`src/rtl/vga_timing_rx.sv`:
```
// Receive-side VGA timing recovery: measures HSYNC period and lines per frame,
// regenerates pixel coordinates and tracks lock on the incoming timing.
module vga_timing_rx #(
  parameter bit HSYNC_POL  = 1'b0,
  parameter bit VSYNC_POL  = 1'b0,
  parameter int LOCK_COUNT = 4
) (
  input  logic        iClk,
  input  logic        iRst_n,
  input  logic        iHSync,
  input  logic        iVSync,
  output logic [15:0] oX,
  output logic [15:0] oY,
  output logic [15:0] oLineLen,
  output logic [15:0] oFrameLines,
  output logic        oNewLine,
  output logic        oNewFrame,
  output logic        oLocked,
  output logic        oError
);

  typedef enum logic [1:0] {HUNT = 2'd0, TRACK = 2'd1, LOCKED = 2'd2} RxState;

  localparam logic [3:0] LockTarget = 4'(LOCK_COUNT - 1);

  RxState      stateQ, stateD;
  logic [3:0]  matchQ, matchD;
  logic [1:0]  lockVsQ, lockVsD;
  logic        errorD;
  logic [2:0]  hPipe, vPipe;
  logic        hEdge, vEdge;
  logic [15:0] xInc, yInc, newLen, newFrame;
  logic        lenEq, frameEq, syncLost;

  // Syncs are normalised to active-high, so reset value 0 is the inactive level.
  always_ff @(posedge iClk or negedge iRst_n) begin
    if (!iRst_n) begin
      hPipe <= '0;
      vPipe <= '0;
    end else begin
      hPipe <= {hPipe[1:0], iHSync == HSYNC_POL};
      vPipe <= {vPipe[1:0], iVSync == VSYNC_POL};
    end
  end

  assign hEdge    = hPipe[1] & ~hPipe[2];
  assign vEdge    = vPipe[1] & ~vPipe[2];
  assign xInc     = (oX == 16'hFFFF) ? oX : oX + 16'd1;
  assign yInc     = (oY == 16'hFFFF) ? oY : oY + 16'd1;
  assign newLen   = oX + 16'd1;
  assign newFrame = oY + 16'd1;
  assign lenEq    = (newLen == oLineLen);
  assign frameEq  = (newFrame == oFrameLines);
  assign syncLost = (oX == 16'hFFFF) && !hEdge;

  // lockVsQ counts VSYNC edges seen in LOCKED; frame checks start once a full
  // locked frame (two edges) has been measured.
  always_comb begin
    stateD  = stateQ;
    matchD  = matchQ;
    lockVsD = lockVsQ;
    errorD  = 1'b0;
    case (stateQ)
      HUNT: begin
        if (hEdge) begin
          stateD = TRACK;
          matchD = '0;
        end
      end
      TRACK: begin
        if (hEdge) begin
          if (lenEq) begin
            matchD = matchQ + 4'd1;
            if (matchD == LockTarget) begin
              stateD  = LOCKED;
              lockVsD = '0;
            end
          end else begin
            matchD = '0;
          end
        end
      end
      LOCKED: begin
        if ((hEdge && !lenEq) || (vEdge && lockVsQ == 2'd2 && !frameEq)) begin
          errorD = 1'b1;
          stateD = TRACK;
          matchD = '0;
        end else if (vEdge && lockVsQ != 2'd2) begin
          lockVsD = lockVsQ + 2'd1;
        end
      end
      default: begin
        stateD = HUNT;
        matchD = '0;
      end
    endcase
    if (syncLost) begin
      stateD = HUNT;
      matchD = '0;
      errorD = 1'b0;
    end
  end

  // The first line after HUNT has no valid start point, so its length is dropped.
  always_ff @(posedge iClk or negedge iRst_n) begin
    if (!iRst_n) begin
      stateQ      <= HUNT;
      matchQ      <= '0;
      lockVsQ     <= '0;
      oX          <= '0;
      oY          <= '0;
      oLineLen    <= '0;
      oFrameLines <= '0;
      oNewLine    <= 1'b0;
      oNewFrame   <= 1'b0;
      oLocked     <= 1'b0;
      oError      <= 1'b0;
    end else begin
      stateQ    <= stateD;
      matchQ    <= matchD;
      lockVsQ   <= lockVsD;
      oNewLine  <= hEdge;
      oNewFrame <= vEdge;
      oLocked   <= (stateD == LOCKED);
      oError    <= errorD;
      oX        <= hEdge ? 16'd0 : xInc;
      if (hEdge && stateQ != HUNT)
        oLineLen <= newLen;
      if (vEdge) begin
        oY          <= '0;
        oFrameLines <= newFrame;
      end else if (hEdge) begin
        oY <= yInc;
      end
    end
  end

endmodule
```
`config.mk`:
```
export PLATFORM = sky130hd
export DESIGN_NAME = vga_timing_rx
export DESIGN_NICKNAME = d
export VERILOG_FILES = /design/src/rtl/vga_timing_rx.sv
export SDC_FILE = /design/constraint.sdc
export NUM_CORES = 1
export LEC_CHECK = 0
export CAP_MARGIN = 10
export CORE_MARGIN = 8
export CORE_UTILIZATION = 35
export CTS_BUF_LIST = sky130_fd_sc_hd__clkbuf_8
export DETAILED_ROUTE_END_ITERATION = 16
export GPL_ROUTABILITY_DRIVEN = 0
export PLACE_DENSITY = 0.61
export SETUP_SLACK_MARGIN = 0.1
export SLEW_MARGIN = 5
export SYNTH_ARGS = -nofsm -noshare
export SYNTH_HDL_FRONTEND = slang
export SYNTH_SLANG_ARGS = --single-unit
```
`constraint.sdc`:
```
create_clock -name iClk -period 3.93 [get_ports iClk]
set_input_delay 0.786 -clock iClk [delete_from_list [all_inputs] [get_ports iClk]]
set_output_delay 0.786 -clock iClk [all_outputs]
set_load 0.05 [all_outputs]
```
==> results of run 1 <==
[metal layers]
layer  global-route usage, %  vias to the layer above  part of all wire, %
li1                        -                     1874                    -
met1                    16.3                     1852                   44
met2                    24.0                       84                   49
met3                    3.54                       21                  4.3
met4                    8.04                        0                  2.9
met5                       0                        -                    0
[worst register-to-register path, stage by stage, from the launching register on]
cell and delay [ns]:
sky130_fd_sc_hd__dfrtp_2 0.51, sky130_fd_sc_hd__nand4_2 0.34, sky130_fd_sc_hd__or3_1 0.55, sky130_fd_sc_hd__xor2_1 0.18
sky130_fd_sc_hd__a2111o_1 0.43, sky130_fd_sc_hd__nor4_2 0.38, sky130_fd_sc_hd__nand2_1 0.16, sky130_fd_sc_hd__a21oi_1 0.30
sky130_fd_sc_hd__o21ai_1 0.17, sky130_fd_sc_hd__mux2_1 0.33
[stage by stage]
step                hold WS (ns)  power [W]
finish                     0.351    0.00230
global route               0.364    0.00243
CTS                        0.355    0.00233
detailed placement         0.336    0.00171
global placement           0.337    0.00170
floorplan                  0.331    0.00149
[timing repair]
item | CTS | global route
hold endpoints to repair | 0 | 0
hold buffers | 0 | 0
setup endpoints to repair | 0 | 4
gates resized for setup | 0 | 4
[registers in the layout (all words and copies together) (netlist names)]
register	flops
oFrameLines	16
oLineLen	16
oX	16
oY	16
matchQ	4
hPipe	3
vPipe	3
lockVsQ	2
stateQ	2
oError	1
oLocked	1
oNewFrame	1
oNewLine	1
[synthesized netlist by cell type, drive strengths merged (3+ instances only)]
cell type / instances / area share, %
nor2: 44 / 3.5
a211oi: 4 / 0.64
dfrtp: 82 / 44
buf: 4 / 0.40
xnor2: 43 / 8.1
nor2b: 8 / 1.1
o22ai: 3 / 0.40
o21ai: 38 / 4.1
a31oi: 4 / 0.54
nand2: 64 / 5.2
ha: 5 / 1.3
and2: 3 / 0.40
nand2b: 7 / 0.94
nand3b: 4 / 0.64
nand4: 12 / 1.7
inv: 18 / 1.4
and3: 7 / 0.94
mux2i: 5 / 1.1
a21oi: 23 / 2.5
nor4: 9 / 1.5
clkbuf: 29 / 2.3
mux2: 3 / 0.72
o211ai: 3 / 0.59
xor2: 28 / 5.3
nor3: 18 / 1.9
o2111a: 3 / 0.72
nand3: 15 / 1.6
xnor3: 4 / 1.9
[where the power goes]
part / internal, W / total, W / switching [W]
clock network: 0.000287 / 0.000602 / 0.000315
registers: 0.000910 / 0.00102 / 0.000112
logic: 0.000258 / 0.000674 / 0.000417
[worst max-delay path by stage]
stage               slack (ns)  start    endpoint
detailed placement        0.33  oX[3]  lockVsQ[0]
CTS                       0.28  oX[3]  lockVsQ[0]
finish                    0.45  oX[3]  lockVsQ[0]
global route              0.18  oX[0]  lockVsQ[0]
global placement          0.54  oX[3]  lockVsQ[0]
floorplan                 0.51  oX[0]  lockVsQ[0]
[cell type report]
type | count | area, um^2
multi-input combinational | 380 | 2430
clock inverter | 7 | 61.3
timing repair buffer | 75 | 738
tap | 176 | 220
fill | 1310 | 7450
sequential | 82 | 2050
clock buffer | 9 | 124
inverter | 18 | 67.6
[cells by family after synthesis]
| group | count (synthesis) | synth area share (%) |
|---|---|---|
| DFF | 82 | 44.0 |
| buffers and inverters | 51 | 4.19 |
| xor gates and xnor gates | 75 | 15.3 |
| AOI/OAI and AO/OA | 96 | 13.0 |
| adders and majority gates | 5 | 1.34 |
| and+or+nand+nor | 196 | 20.4 |
| muxes | 8 | 1.80 |
==> out/results.env, run 1 <==
FIRST_GLOBAL_VIAS=3912
FIN_CRIT_NS=3.48
NUMBER_OF_ENABLE_TYPE_REGISTER_CELLS_IN_THE_SYNTHESIZED_NETLIST=0
PLACE.DETAILED.INSTANCES=731
SYN_INST=513
CRIT-REG2REG-LAUNCH='oX[3]'
HOLD_END='vPipe[1]'
SYNTH_FP_NETS=522
TOTALNEGATIVESETUPSLACK_NS=0
SYNTH_FF_TYPE='sky130_fd_sc_hd__dfrtp_1'
MOST_FREQUENT_CELLS_IN_THE_LAYOUT='80 x sky130_fd_sc_hd__dfrtp_1, 70 x sky130_fd_sc_hd__clkdlybuf4s50_1, 64 x sky130_fd_sc_hd__nand2_1, 44 x sky130_fd_sc_hd__nor2_1, 43 x sky130_fd_sc_hd__xnor2_1'
SKEW_NS=0.0140
INITIAL_CORE_UTIL_PCT=35.5
ROW_COUNT=42
REQUIRED_NS=4.18
LEAKAGEPOWER_nW=2.27
CTS.PATH.MAX_BUFFERS=2
TIMING.FINAL.CRIT_SHARE_PCT=88.6
TIMING.CRITICAL_PATH.BUF_INV=0
POSTLAYOUTSETUPSLACKWORST_NS=0.448
DR.FIRST_ITER.DRC_COUNT=161
NUMCLOCKSINKS=82
CLKLATENCYLATEPIN_NS=0.38
DETAIL_ROUTE.DRC_VIOLATIONS=0
POSTCTSSETUPREPAIRBUFS=0
FLOORPLAN.DIE.HEIGHT_UM=131
DPL_WORST_SLACK_NS=0.330
WL_PER_CELL_UM=16.0
SYNTH_SEQUENTIAL_AREA_RATIO_PCT=44.0
SETUP_VIOL=0
SYN-MEAN-INSTANCE-AREA_UM2=9.08
PEAKVDDDROP_V=0.000203
FINISH.UTILIZATION_PCT=43.3
DRV.MAX_CAP_VIOLATION_COUNT=0
WORST_SLEW_PIN_SLEW_NS=1.06
GRT.TOTAL_USAGE_PCT=14.3
POSTROUTEWIRELENGTH_UM=12000
WORSTPATHMAXFANOUT=13
TRITONCTS='built'
GRT_ANTENNA_BEFORE_REPAIR=0
POST_DRT_VIA_CELL_RATIO=5.13
POSTROUTEANTENNANETS=0
FF2FF_PATH_DEPTH=9
PORT_BUFFERS=71
SETUP.WORST_PATH.END_CLASS='flip-flop'
ANTENNA-DIODE-COUNT=0
HPWLAFTERDP_UM=8460
AGGREGATE_GLOBAL_ROUTING_OVERFLOW=0
RUN_STATUS='complete, no violations'
HTREE_NUM_LEVELS=3
DIE_OUTLINE_AREA_MM2=0.0173
MAX_SLEW_MARGIN_PCT=29.1
GRT_START_MAX_NET_PINS=65
CRIT_FAMILY='simple AND/OR/NAND/NOR gates'
CTS_MADE_BUFFERS=9
COREAREA_MM2=0.0131
NETS=575
DR.PASS1.ITERS=4
SETUP.WORST_PATH.START_CLASS='flip-flop'
SYNTHDISTINCTLIBCELLS=53
CELLPOWERDENSITY_mW_PER_MM2=404
FINAL_CELL_COUNT_NO_FILL=747
CRITICAL-PATH-MAX-STAGE-DELAY_NS=0.55
IO_PINS=72
TIMING.HOLD.WORST.START='vPipe[0]'
HOLD_DEPTH=0
MAPPEDNETLISTAREA_MM2=0.00466
LAYOUT-AREA-OVERHEAD-VS-SYNTH_PCT=22.2
HOLD_PATH_CLASS='flip-flop to flip-flop'
GRT_FIRST_PASS_WIRELENGTH_UM=20200
SYNTH-SEQ-CELLS=82
FP.DIEW_UM=131
DRIVE_ABOVE_1_SHARE_PCT=5.78
WORST_PATH_MAX_DELAY_CELL='sky130_fd_sc_hd__or3_1'
CTS.REPORTEDPATHS.CLKPINSLEW_NS=0.09
PLACED_AREA_MM2=0.00550
SYNTHESIS.YOSYS.WARNINGS=0
MAX_FREQ_GHz=0.287
FINAL_COMMON_CELL='sky130_fd_sc_hd__dfrtp_1'
WORSTSETUPPATHTYPE='flip-flop to flip-flop'
CTS-ROOT-BUF='sky130_fd_sc_hd__clkbuf_8'
WORSTREG2REGEND='lockVsQ[0]'
TIMING_MAX_TRANSITION_VIOLATIONS_FINAL=0
ROUTE.VIAS.TOTAL=3831
CRIT_ARRIVAL_NS=3.73
FINAL-HOLD-VIOLATION-COUNT=0
CP.DEPTH=9
GRT_SETUP_UNREPAIRED='no'
RRSETUPSLACK_NS=0.45
SYNTH_ASYNC_SR_FLOP_SHARE_PCT=100
PATH_CELLS='nand4_2 -> or3_1 -> xor2_1 -> a2111o_1 -> nor4_2 -> nand2_1 -> a21oi_1 -> o21ai_1 -> mux2_1'
DESIGN_AREA_MM2=0.00569
Note: power is estimated with default switching activity, not from simulation.
==> run 2: changes to the inputs <==
--- a/config.mk
+++ b/config.mk
@@ -11,7 +11,7 @@
 export CTS_BUF_LIST = sky130_fd_sc_hd__clkbuf_8
 export DETAILED_ROUTE_END_ITERATION = 16
 export GPL_ROUTABILITY_DRIVEN = 0
-export PLACE_DENSITY = 0.61
+export PLACE_DENSITY = 0.63
 export SETUP_SLACK_MARGIN = 0.1
 export SLEW_MARGIN = 5
 export SYNTH_ARGS = -nofsm -noshare
==> constraint.sdc (replaced) <==
create_clock -name iClk -period 3.1 [get_ports iClk]
set_input_delay 0.62 -clock iClk [delete_from_list [all_inputs] [get_ports iClk]]
set_output_delay 0.62 -clock iClk [all_outputs]
set_load 0.05 [all_outputs]
==> out/results.env, run 2 (synthesized netlist as in run 1, its figures left out) <==
GROUTE.LAYER.MET3.USAGE_PCT=4.08  # +0.53 points
WORSTREG2REGEND='lockVsQ[1]'
PORT_BUFFERS=71  # unchanged
HOLD_PATH_CLASS='primary input to asynchronous set/reset pin'
MOST_FREQUENT_CELLS_IN_THE_LAYOUT='70 x sky130_fd_sc_hd__clkdlybuf4s50_1, 67 x sky130_fd_sc_hd__dfrtp_1, 63 x sky130_fd_sc_hd__nand2_1, 44 x sky130_fd_sc_hd__nor2_1, 43 x sky130_fd_sc_hd__xnor2_1'
DR.PASS1.ITERS=4  # unchanged
FIN_CRIT_NS=2.89  # -0.588 ns
WORST_SLEW_PIN_SLEW_NS=0.699  # -0.364 ns
WORSTPATHMAXFANOUT=5  # -8
DR.FIRST_ITER.DRC_COUNT=212  # +32%
POSTROUTEWIRELENGTH_UM=12600  # +5.3%
GRT.TOTAL_USAGE_PCT=14.3  # +0.074 points
FP.DIEW_UM=131  # unchanged
WORSTSETUPPATHTYPE='flip-flop to flip-flop'
ANTENNA-DIODE-COUNT=0  # unchanged
MAX_SLEW_MARGIN_PCT=53.4  # +24 points
RRSETUPSLACK_NS=0.21  # -0.24 ns
DESIGN_AREA_MM2=0.00612  # +7.5%
FIRST_GLOBAL_VIAS=4035  # +3.1%
WORST_PATH_MAX_DELAY_CELL='sky130_fd_sc_hd__dfrtp_2'
SETUP.WORST_PATH.END_CLASS='flip-flop'
DRV.MAX_CAP_VIOLATION_COUNT=0  # unchanged
CTS.PATH.MAX_BUFFERS=2  # unchanged
HOLD_WS_NS=0.281  # -0.0705 ns
CRITPATHMOSTFREQUENTCELL='sky130_fd_sc_hd__buf_4'
SKEW_NS=0.0148  # +0.000829 ns
WL_PER_CELL_UM=16.1  # +0.55%
DIE_OUTLINE_AREA_MM2=0.0173  # unchanged
TIMING_MAX_TRANSITION_VIOLATIONS_FINAL=0  # unchanged
GROUTE.LAYER.MET2.USAGE_PCT=25.0  # +1.0 points
CRIT-REG2REG-LAUNCH='oX[0]'
AGGREGATE_GLOBAL_ROUTING_OVERFLOW=0  # unchanged
GRT_USE_MET1_PCT=16.0  # -0.25 points
GRT_SETUP_UNREPAIRED='no'
ROUTE.VIAS.TOTAL=4091  # +6.8%
CRITICAL-PATH-MAX-STAGE-DELAY_NS=0.40  # -0.15 ns
SETUP.WORST_PATH.START_CLASS='flip-flop'
INITIAL_CORE_UTIL_PCT=35.5  # unchanged
LEAKAGEPOWER_nW=2.53  # +11%
DETAIL_ROUTE.DRC_VIOLATIONS=0  # unchanged
GRT_ANTENNA_BEFORE_REPAIR=0  # unchanged
PATH_CELLS='buf_4 -> nand3_2 -> buf_4 -> buf_4 -> o31a_1 -> o32a_1 -> o2111ai_1 -> nor4_4 -> and3_4 -> o221a_2 -> o21ai_1 -> mux2_1'
TIMING.FINAL.CRIT_SHARE_PCT=93.3  # +4.8 points
CRIT_ARRIVAL_NS=3.15  # -0.58 ns
FLOORPLAN.DIE.HEIGHT_UM=131  # unchanged
CTS-ROOT-BUF='sky130_fd_sc_hd__clkbuf_8'
HPWLAFTERDP_UM=9060  # +7.1%
POST_DRT_VIA_CELL_RATIO=5.23  # +2.0%
DRIVE_ABOVE_1_SHARE_PCT=16.0  # +10 points
CRITICAL_PATH_END='lockVsQ[1]'
P_TOTAL_W=0.00298  # +30%
CTS.REPORTEDPATHS.CLKPINSLEW_NS=0.09  # about the same
IO_PINS=72  # unchanged
TOTALNEGATIVESETUPSLACK_NS=0  # unchanged
TRITONCTS='built'
NUMCLOCKSINKS=82  # unchanged
FINAL-HOLD-VIOLATION-COUNT=0  # unchanged
LAYOUT-AREA-OVERHEAD-VS-SYNTH_PCT=31.4
RUN_STATUS='complete, no violations'
SETUP_VIOL=0  # unchanged
HOLD_BUFFERS=0  # unchanged
REQUIRED_NS=3.36  # -0.82 ns
CP.DEPTH=12  # +3
FINAL_COMMON_CELL='sky130_fd_sc_hd__clkdlybuf4s50_1'
SETUP.WORST_PATH.START='oX[0]'
PEAKVDDDROP_V=0.000368  # +81%
PLACED_AREA_MM2=0.00572  # +4.0%
ROW_COUNT=42  # unchanged
HTREE_NUM_LEVELS=3  # unchanged
CLKLATENCYLATEPIN_NS=0.38  # about the same
GRT_START_MAX_NET_PINS=55  # -15%
TIMING.CRITICAL_PATH.BUF_INV=3  # +3
POSTROUTEANTENNANETS=0  # unchanged
CELLPOWERDENSITY_mW_PER_MM2=487  # +21%
GRT_FIRST_PASS_WIRELENGTH_UM=20500  # +1.3%
COREAREA_MM2=0.0131  # unchanged
CRIT_FAMILY='compound AO/OA/AOI/OAI gates'
CTS_MADE_BUFFERS=9  # unchanged
MAX_FREQ_GHz=0.346  # +20%
GRT.BUSIEST_LAYER='met2'
FF2FF_PATH_DEPTH=12  # +3
NETS=610  # +6.1%
[run 2: changes by cell type in the layout (fill, tap and decap cells not counted), moves of 2 or more]
cell,change
sky130_fd_sc_hd__buf_4,+35
sky130_fd_sc_hd__clkinv_2,-2
sky130_fd_sc_hd__dfrtp_1,-13
sky130_fd_sc_hd__dfrtp_2,+13
sky130_fd_sc_hd__nor3_1,-6
sky130_fd_sc_hd__nor3_2,+4
sky130_fd_sc_hd__nor3_4,+2
sky130_fd_sc_hd__nor4_1,-3
sky130_fd_sc_hd__nor4_4,+4
[run 2: worst min-delay path by stage]
stage,start,to,slack [ns],cells after the start
after floorplan,iRst_n,hPipe[0],0.32,0
after global placement,hPipe[0],hPipe[1],0.34,0
after detailed placement,vPipe[0],vPipe[1],0.34,0
after CTS,iRst_n,oLineLen[6],0.31,1
after global routing,iRst_n,oLineLen[15],0.35,1
final,iRst_n,oLineLen[6],0.28,1
[run 2: per-layer routing]
layer	share of wire, %	vias to the layer above
li1	-	1939
met1	41	2003
met2	51	122
met3	5.4	27
met4	2.4	0
met5	0	-
[run 2: stage by stage]
stage	setup WS, ns	std cells	utilization, %
2_1_floorplan	0.101	513	-
3_5_place_dp	0.0402	753	43.5
5_1_grt	0.0829	782	46.6
3_3_place_gp	0.0947	753	43.5
6_report	0.206	782	46.6
4_1_cts	0.104	770	45.0
[run 2: repair_timing]
item                       CTS  global route
gates resized for setup      4            19
setup buffers                1            12
setup endpoints to repair    4             7
pin swaps                    1             7
cloned                       0             0
[run 2: worst reg2reg max path, stage by stage (launching register included)]
cell and delay [ns]:
sky130_fd_sc_hd__dfrtp_2 0.40, sky130_fd_sc_hd__buf_4 0.13, sky130_fd_sc_hd__nand3_2 0.18, sky130_fd_sc_hd__buf_4 0.20, sky130_fd_sc_hd__buf_4 0.14, sky130_fd_sc_hd__o31a_1 0.24
sky130_fd_sc_hd__o32a_1 0.34, sky130_fd_sc_hd__o2111ai_1 0.16, sky130_fd_sc_hd__nor4_4 0.11, sky130_fd_sc_hd__and3_4 0.17, sky130_fd_sc_hd__o221a_2 0.24, sky130_fd_sc_hd__o21ai_1 0.12
sky130_fd_sc_hd__mux2_1 0.35
[run 2: layout make-up]
class | count | area, um^2
tap | 176 | 220
clock inverter | 7 | 46.3
inverter | 18 | 67.6
timing repair buffer | 110 | 1000
fill | 1286 | 7020
sequential | 82 | 2070
clock buffer | 9 | 124
multi-input combinational | 380 | 2590
[run 2: power breakdown]
part           switching, W  internal [W]
Sequential         0.000115       0.00116
Clock              0.000421      0.000289
Combinational      0.000595      0.000405
